==> src/rtl/mem_port_arbiter_if.sv <==
// Bundle of every handshake and bus signal around mem_port_arbiter.
//   master : the arbiter's view. It takes the IF/DM requests and the memory response, and it
//            drives the acks, read data, err, the mux select and the memory strobes.
//   slave  : the environment's view. It holds the requesters and the memory.
interface mem_port_arbiter_if;
  logic        if_req;
  logic [31:0] if_addr;
  logic [31:0] if_rdata;
  logic        if_ack;

  logic        dm_req;
  logic        dm_we;
  logic [31:0] dm_addr;
  logic [31:0] dm_wdata;
  logic [31:0] dm_rdata;
  logic        dm_ack;

  logic        err;
  logic        sel;

  logic        mem_en;
  logic        mem_we;
  logic [31:0] mem_addr;
  logic [31:0] mem_wdata;
  logic [31:0] mem_rdata;
  logic        mem_ready;

  modport master (
    input  if_req, if_addr, dm_req, dm_we, dm_addr, dm_wdata, mem_rdata, mem_ready,
    output if_rdata, if_ack, dm_rdata, dm_ack, err, sel, mem_en, mem_we, mem_addr, mem_wdata
  );

  modport slave (
    output if_req, if_addr, dm_req, dm_we, dm_addr, dm_wdata, mem_rdata, mem_ready,
    input  if_rdata, if_ack, dm_rdata, dm_ack, err, sel, mem_en, mem_we, mem_addr, mem_wdata
  );
endinterface

==> src/rtl/mem_port_arbiter.sv <==
// mem_port_arbiter: lets instruction fetch (IF) and data access (DM) share one single-ported
// memory. Each access runs through three phases. The arbiter picks a requester in IDLE. It
// holds the grant until mem_ready arrives. It then spends one RESP cycle that carries the ack
// pulse and the read data. DM has priority over IF. After STREAK_MAX back-to-back DM grants
// with IF waiting, IF gets the next grant. If a grant sees no mem_ready within TIMEOUT cycles,
// a watchdog aborts the access, reports err and returns zero data.
// Ports:
//   clk    : clock. All state changes on the rising edge.
//   rst_n  : asynchronous active-low reset (the Reset pin).
//   bus    : mem_port_arbiter_if.master, which carries the IF/DM request channels, the ack
//            and err pulses, the mux select and the memory port.
module mem_port_arbiter #(
  parameter int unsigned STREAK_MAX = 4,
  parameter int unsigned TIMEOUT    = 16
) (
  input logic                clk,
  input logic                rst_n,
  mem_port_arbiter_if.master bus
);

  localparam int unsigned StreakW = $clog2(STREAK_MAX + 1);
  localparam int unsigned WdogW   = (TIMEOUT > 1) ? $clog2(TIMEOUT) : 1;
  localparam logic [StreakW-1:0] StreakMax = StreakW'(STREAK_MAX);
  localparam logic [WdogW-1:0]   WdogLast  = WdogW'(TIMEOUT - 1);

  typedef enum logic [1:0] {StIdle, StGntIf, StGntDm, StResp} state_e;

  state_e               state_q, state_d;
  logic                 sel_q, sel_d;
  logic [StreakW-1:0]   streak_q, streak_d;
  logic [WdogW-1:0]     wdog_q, wdog_d;
  logic                 if_ack_q, if_ack_d;
  logic                 dm_ack_q, dm_ack_d;
  logic                 err_q, err_d;
  logic [31:0]          if_rdata_q, if_rdata_d;
  logic [31:0]          dm_rdata_q, dm_rdata_d;

  always_comb begin
    state_d    = state_q;
    sel_d      = sel_q;
    streak_d   = streak_q;
    wdog_d     = '0;
    if_ack_d   = 1'b0;
    dm_ack_d   = 1'b0;
    err_d      = 1'b0;
    if_rdata_d = if_rdata_q;
    dm_rdata_d = dm_rdata_q;

    unique case (state_q)
      StIdle: begin
        // IF takes the grant only once DM has won STREAK_MAX times in a row while IF waited.
        if (bus.dm_req && !(bus.if_req && (streak_q == StreakMax))) begin
          state_d = StGntDm;
          sel_d   = 1'b1;
          // Reaching this branch with if_req high implies streak_q < STREAK_MAX, so no wrap.
          streak_d = bus.if_req ? (streak_q + 1'b1) : '0;
        end else if (bus.if_req) begin
          state_d  = StGntIf;
          sel_d    = 1'b0;
          streak_d = '0;
        end else begin
          streak_d = '0;
        end
      end

      StGntIf, StGntDm: begin
        if (bus.mem_ready) begin
          state_d = StResp;
          if (state_q == StGntIf) begin
            if_ack_d   = 1'b1;
            if_rdata_d = bus.mem_rdata;
          end else begin
            dm_ack_d = 1'b1;
            // A write returns no data, so dm_rdata keeps its previous value.
            if (!bus.dm_we) dm_rdata_d = bus.mem_rdata;
          end
        end else if (wdog_q == WdogLast) begin
          state_d = StResp;
          err_d   = 1'b1;
          if (state_q == StGntIf) begin
            if_ack_d   = 1'b1;
            if_rdata_d = '0;
          end else begin
            dm_ack_d   = 1'b1;
            dm_rdata_d = '0;
          end
        end else begin
          wdog_d = wdog_q + 1'b1;
        end
      end

      StResp: state_d = StIdle;

      default: state_d = StIdle;
    endcase
  end

  always_ff @(posedge clk or negedge rst_n) begin
    if (!rst_n) begin
      state_q    <= StIdle;
      sel_q      <= 1'b0;
      streak_q   <= '0;
      wdog_q     <= '0;
      if_ack_q   <= 1'b0;
      dm_ack_q   <= 1'b0;
      err_q      <= 1'b0;
      if_rdata_q <= '0;
      dm_rdata_q <= '0;
    end else begin
      state_q    <= state_d;
      sel_q      <= sel_d;
      streak_q   <= streak_d;
      wdog_q     <= wdog_d;
      if_ack_q   <= if_ack_d;
      dm_ack_q   <= dm_ack_d;
      err_q      <= err_d;
      if_rdata_q <= if_rdata_d;
      dm_rdata_q <= dm_rdata_d;
    end
  end

  assign bus.if_ack    = if_ack_q;
  assign bus.dm_ack    = dm_ack_q;
  assign bus.err       = err_q;
  assign bus.if_rdata  = if_rdata_q;
  assign bus.dm_rdata  = dm_rdata_q;
  assign bus.sel       = sel_q;
  assign bus.mem_en    = (state_q == StGntIf) || (state_q == StGntDm);
  assign bus.mem_we    = (state_q == StGntDm) && bus.dm_we;
  assign bus.mem_addr  = sel_q ? bus.dm_addr : bus.if_addr;
  assign bus.mem_wdata = bus.dm_wdata;

endmodule
==> src/flat_wrapper.sv <==
// flat-port wrapper written by rule: the top's interface ports become plain ports
module mem_port_arbiter_flat 
#(
  parameter int unsigned STREAK_MAX = 4,
  parameter int unsigned TIMEOUT    = 16
)
  (clk, rst_n, bus_if_req, bus_if_addr, bus_dm_req, bus_dm_we, bus_dm_addr, bus_dm_wdata, bus_mem_rdata, bus_mem_ready, bus_if_rdata, bus_if_ack, bus_dm_rdata, bus_dm_ack, bus_err, bus_sel, bus_mem_en, bus_mem_we, bus_mem_addr, bus_mem_wdata);
  mem_port_arbiter_if bus_i ();
  input logic clk;
  input logic rst_n;
  input wire logic [$bits(bus_i.if_req)-1:0] bus_if_req;
  input wire logic [$bits(bus_i.if_addr)-1:0] bus_if_addr;
  input wire logic [$bits(bus_i.dm_req)-1:0] bus_dm_req;
  input wire logic [$bits(bus_i.dm_we)-1:0] bus_dm_we;
  input wire logic [$bits(bus_i.dm_addr)-1:0] bus_dm_addr;
  input wire logic [$bits(bus_i.dm_wdata)-1:0] bus_dm_wdata;
  input wire logic [$bits(bus_i.mem_rdata)-1:0] bus_mem_rdata;
  input wire logic [$bits(bus_i.mem_ready)-1:0] bus_mem_ready;
  output wire logic [$bits(bus_i.if_rdata)-1:0] bus_if_rdata;
  output wire logic [$bits(bus_i.if_ack)-1:0] bus_if_ack;
  output wire logic [$bits(bus_i.dm_rdata)-1:0] bus_dm_rdata;
  output wire logic [$bits(bus_i.dm_ack)-1:0] bus_dm_ack;
  output wire logic [$bits(bus_i.err)-1:0] bus_err;
  output wire logic [$bits(bus_i.sel)-1:0] bus_sel;
  output wire logic [$bits(bus_i.mem_en)-1:0] bus_mem_en;
  output wire logic [$bits(bus_i.mem_we)-1:0] bus_mem_we;
  output wire logic [$bits(bus_i.mem_addr)-1:0] bus_mem_addr;
  output wire logic [$bits(bus_i.mem_wdata)-1:0] bus_mem_wdata;
  assign bus_i.if_req = bus_if_req;
  assign bus_i.if_addr = bus_if_addr;
  assign bus_i.dm_req = bus_dm_req;
  assign bus_i.dm_we = bus_dm_we;
  assign bus_i.dm_addr = bus_dm_addr;
  assign bus_i.dm_wdata = bus_dm_wdata;
  assign bus_i.mem_rdata = bus_mem_rdata;
  assign bus_i.mem_ready = bus_mem_ready;
  assign bus_if_rdata = bus_i.if_rdata;
  assign bus_if_ack = bus_i.if_ack;
  assign bus_dm_rdata = bus_i.dm_rdata;
  assign bus_dm_ack = bus_i.dm_ack;
  assign bus_err = bus_i.err;
  assign bus_sel = bus_i.sel;
  assign bus_mem_en = bus_i.mem_en;
  assign bus_mem_we = bus_i.mem_we;
  assign bus_mem_addr = bus_i.mem_addr;
  assign bus_mem_wdata = bus_i.mem_wdata;
  mem_port_arbiter #(.STREAK_MAX(STREAK_MAX), .TIMEOUT(TIMEOUT)) u_core (.clk(clk), .rst_n(rst_n), .bus(bus_i));
endmodule
==> config.mk <==
export PLATFORM = sky130hd
export DESIGN_NAME = mem_port_arbiter_flat
export DESIGN_NICKNAME = d
export VERILOG_FILES = /design/src/rtl/mem_port_arbiter_if.sv /design/src/rtl/mem_port_arbiter.sv /design/src/flat_wrapper.sv
export SDC_FILE = /design/constraint.sdc
export NUM_CORES = 1
export LEC_CHECK = 0
export CAP_MARGIN = 20
export CORE_ASPECT_RATIO = 1.5
export CORE_MARGIN = 2
export CORE_UTILIZATION = 35
export CTS_CLUSTER_SIZE = 28
export DETAILED_ROUTE_END_ITERATION = 8
export DONT_BUFFER_PORTS = 1
export PLACE_DENSITY = 0.49
export SKIP_LAST_GASP = 1
export SLEW_MARGIN = 20
export SYNTH_ARGS = -nofsm -noshare
export SYNTH_HDL_FRONTEND = slang
export SYNTH_SLANG_ARGS = --single-unit
==> constraint.sdc <==
create_clock -name clk -period 1.7 [get_ports clk]
set_input_delay 0.255 -clock clk [delete_from_list [all_inputs] [get_ports clk]]
set_output_delay 0.255 -clock clk [all_outputs]
set_load 0.01 [all_outputs]
### Word level (Yosys, flattened, before mapping)

Cells that the tools add are included.

* output and inout bits: 134
* flip-flop bits (word level): 77
* logic and storage cells: 66
* input port bits: 134

* equality and inequality tests: 8
* multiplexer cells: 33
* add/subtract/negate cells: 2
* reduce and logical (&&, ||, !) cells: 13
* bitwise gates (word level): 1

Operators with widths (number)
* $mux W32: 10
* $mux W1: 13
* $mux W4: 3
* $mux W2: 4
* $mux W3: 2
* $ne A3 B2 Y1 const B: 2
* $pmux W2 S3: 1
* $add A4 B1 Y4 const B: 1
* $eq A2 B2 Y1 const B: 2
* $eq A4 B4 Y1 const B: 1
* $reduce_and A2 Y1: 2
* $reduce_and A4 Y1: 1
* $reduce_bool A2 Y1: 2
* $add A3 B1 Y3 const B: 1
* $eq A3 B3 Y1 const B: 1
* $logic_and A1 B1 Y1: 3
* $reduce_and A3 Y1: 1
* $eq A2 B1 Y1 const B: 1
* $logic_not A2 Y1: 1
* $ne A2 B2 Y1 const B: 1
* $reduce_or A2 Y1: 1
* $logic_not A1 Y1: 1
* $logic_or A1 B1 Y1: 1
* $not A1 Y1: 1

### Logic depth before layout (Yosys ltp)

* depth in word-level cells: 6
* depth in mapped cells: 7
* depth with buffers taken out: 5

### Least setup slack after synthesis

No wires, ideal clock.

* path kind: register to register
* from: register u_core.state_q[0]
* to: register u_core.state_q[1]
* path slack: -80 ps
* arrival time: 1655 ps
* required time: 1575 ps
* buffers on the path: 1
* cell stages (with the launch flop): 7
* cells stage by stage: dfrtp_1 inv_1 ha_1 buf_4 nor2b_1 a22oi_1 mux2_2

* longest elaborated chain between the ends: 4

RTL lines
* start: declaration: RTL line mem_port_arbiter.sv:28 `state_e state_q, state_d;`
* start signal: assignment: RTL line mem_port_arbiter.sv:100 `state_q <= StIdle;`
* start signal: assignment: RTL line mem_port_arbiter.sv:110 `state_q <= state_d;`
* $eq A2 B1 Y1 / $eq A2 B2 Y1 (equally long branches): RTL line mem_port_arbiter.sv:49 `unique case (state_q)`
* $reduce_or A2 Y1: RTL line mem_port_arbiter.sv:49
* $ne A3 B2 Y1 (no line)
* $reduce_and A2 Y1 (no line)

Parallel ways exist; a longest one is shown, timed or not.
A chain may end at the register's enable or synchronous reset.

### Worst setup path after layout

* from: register u_core.state_q[0]
* to: register u_core.dm_rdata_q[11] (netlist: u_core.bus.dm_rdata[11])

* longest elaborated chain between the ends: 3

RTL lines
* $eq A2 B1 Y1 / $eq A2 B2 Y1 (equally long branches): RTL line mem_port_arbiter.sv:49, mem_port_arbiter.sv:69, mem_port_arbiter.sv:80
* $reduce_or A2 Y1 / $not A1 Y1 (equally long branches)
* $reduce_and A4 Y1 (no line) *
* end signal: assignment: RTL line mem_port_arbiter.sv:118 `dm_rdata_q <= dm_rdata_d;`
* end: declaration: RTL line mem_port_arbiter.sv:36 `logic [31:0] dm_rdata_q, dm_rdata_d;`

Mark *: on every way between the ends. The rest lies on a longest branch, timed or not.

==> metrics <==
total congestion overflow 0; Pleak 1.92 nW; max-slew violations 0; vias 2595; synth warn 0; Worst Path Max Fanout 15; I/O pins 268; Detail Route Antenna Nets 0; worst path bufs/invs 4; Slew @ Worst Pin 250 ps; Synth Cell Area 3950 um2; cells along the critical path inv_2 > ha_4 > inv_2 > nor4_4 > buf_6 > clkbuf_16 > a22o_1; hold_ws -390 ps; WL/cell 24.3 um; leading cell type in the layout, fill and taps excluded dfrtp_1; minimum clock period 1650 ps; Layout Cells excl Fill 474; Setup CP Type reg -> reg; Top cell by count, worst path inv_2; Post-DP Area 3870 um2; Core Rows 47; worst min path class in -> async; drt drc 0; Critical R2R Launch u_core.state_q[0]; post-route cell area 4260 um2; vias in the first global route 2669; crit-path leading delay family buffers and inverters; final setup margin 46.5 ps; H-tree depth 3; All-Layer GR Usage 18.1%; Final Hold Viols 77; maximum VDD drop 0.785 mV; Clock Path Buffers 2; FF-to-FF setup slack 50 ps; initial antenna violation count 2; FMAX 0.605 GHz; layout cells sized above 1 31.4%; largest net degree at the start of global routing 78; PD cells 2140 nW/um2; critical path arrival 1930 ps; Max Cap Viol 0; Synth cell types 30; Worst R2R Path Depth 7; most frequent cells in the layout dfrtp_1 (77), inv_1 (35), mux2_2 (33); 1st-iter DRT viols 100; CTS tree done; Routed WL 11500 um; CORE AREA 11000 um2; final net count 462; CP endpoint kind register; Synth Net Count 494; Period Utilization, post-route 97.3%; pre-CTS WS 72.5 ps; Reg-to-Reg End u_core.bus.dm_rdata[11]; die area 12200 um2; Die H 134 um; Synth Instances 353; Final Skew 8.95 ps; Yosys reg bits 77; placed cells 453; CTS root buf clkbuf_16; # fillers 1089; Setup crit start kind register; initial core utilization 35.9%; First-pass DRT Iterations 4; CTS sink cnt 77; status complete, but fails checks; register area share after synthesis 48.8%; slowest stage delay, CP 400 ps; Final setup viols 0; number of port buffers 0; die width 90.7 um; number of vias per cell 5.47; Worst EP required 1970 ps; worst relative slew slack 83.4%; number of CTS-inserted buffers 9; Avg Synthesized Cell Area 11.2 um2; first-pass GRT wire length 16500 um; GP Congestion 0.784; Clock Latency Late Sink 340 ps; clock-pin slew on the worst setup and hold paths 60 ps; HPWL after DPL 8280 um; Worst path slowest cell dfrtp_1; Layout area overhead 7.92%; failing checks negative hold slack
[cells in the mapped netlist]
library cell | number | area share, %
a21o_1 | 1 | 0.19
a22o_1 | 31 | 6.9
a22oi_1 | 2 | 0.38
a31o_1 | 1 | 0.22
and2_1 | 3 | 0.48
and3_1 | 3 | 0.48
buf_2 | 7 | 0.89
buf_4 | 34 | 6.5
buf_6 | 7 | 2.0
clkbuf_1 | 11 | 1.0
dfrtp_1 | 77 | 49
ha_1 | 7 | 2.2
inv_1 | 37 | 3.5
inv_2 | 2 | 0.19
mux2_2 | 33 | 9.4
mux2i_1 | 1 | 0.25
nand2_1 | 9 | 0.86
nand2b_1 | 1 | 0.16
nand3_1 | 3 | 0.38
nand3b_1 | 1 | 0.19
nand4_1 | 32 | 5.1
nor2_1 | 4 | 0.38
nor2b_1 | 3 | 0.48
nor4_4 | 1 | 0.54
o21ai_0 | 5 | 0.63
o21ai_2 | 29 | 6.4
o22ai_1 | 4 | 0.63
o2bb2ai_1 | 1 | 0.22
o31ai_1 | 1 | 0.19
xnor2_1 | 2 | 0.44
[final cells by class]
class	instances	area (um2)	area share (%)
flip-flops and latches	77	1930	45.2
multi-input cells	178	1500	35.2
clock buffers	12	256	6.02
repair buffers	16	200	4.70
well taps	147	184	4.32
inverters	39	146	3.44
clock inverters	3	43.8	1.03
diodes	2	5.00	0.117
[registers in the layout (all words and copies together), names as in the netlist]
signal,count
u_core.bus.dm_rdata,32
u_core.bus.if_rdata,32
u_core.bus.dm_ack,1
u_core.wdog_q,4
u_core.bus.sel,1
u_core.streak_q,3
u_core.bus.if_ack,1
u_core.state_q,2
u_core.bus.err,1
[report_power, final]
| group | switching, mW | leakage [nW] | internal, mW |
|---|---|---|---|
| Combinational | 1.96 | 0.799 | 1.64 |
| Sequential | 0.943 | 0.974 | 2.62 |
| Clock | 0.728 | 0.149 | 1.21 |
[timing repair]
item	4_1_cts	5_1_grt
endpoints found under the setup margin	0	31
gates resized for setup	0	7
hold endpoints to repair	77	77
setup buffers	0	2
[cell families after synthesis]
kind of cell,Yosys count,share of synthesized area [%]
buffers and inverters,98,14.1
muxes,34,9.66
xor gates and xnor gates,2,0.444
AOI/OAI and AO/OA,75,15.8
and+or+nand+nor,60,9.00
adders and majority gates,7,2.22
DFF,77,48.8
[worst max-delay path by stage]
| stage | cells past startpoint | endpoint | from | slack [ps] |
|---|---|---|---|---|
| global route | 7 | u_core.bus.dm_rdata[12] | u_core.state_q[0] | -3 |
| global placement | 6 | u_core.bus.dm_rdata[29] | u_core.state_q[1] | 100 |
| CTS | 2 | bus_mem_addr[7] | u_core.bus.sel | 20 |
| finish | 7 | u_core.bus.dm_rdata[11] | u_core.state_q[0] | 50 |
| floorplan | 6 | u_core.state_q[1] | u_core.state_q[0] | 10 |
| detailed placement | 6 | u_core.bus.dm_rdata[18] | u_core.state_q[1] | 70 |
[metrics by stage]
step / total power [mW] / setup TNS, ps / utilization (%)
2_1_floorplan: 6.20 / 0 / -
3_3_place_gp: 6.98 / 0 / 35.2
3_5_place_dp: 7.07 / 0 / 35.2
4_1_cts: 9.06 / 0 / 37.9
5_1_grt: 9.69 / -7.73 / 38.8
6_report: 9.10 / 0 / 38.8
[layer usage]
metal	global-route usage, %	vias to the layer above	share of wire [%]
li1	-	1146	-
met1	18.7	1270	34
met2	30.6	170	54
met3	9.16	9	10
met4	8.29	0	1.7
met5	0	-	0
No activity file was read; power rests on OpenSTA's default activity.
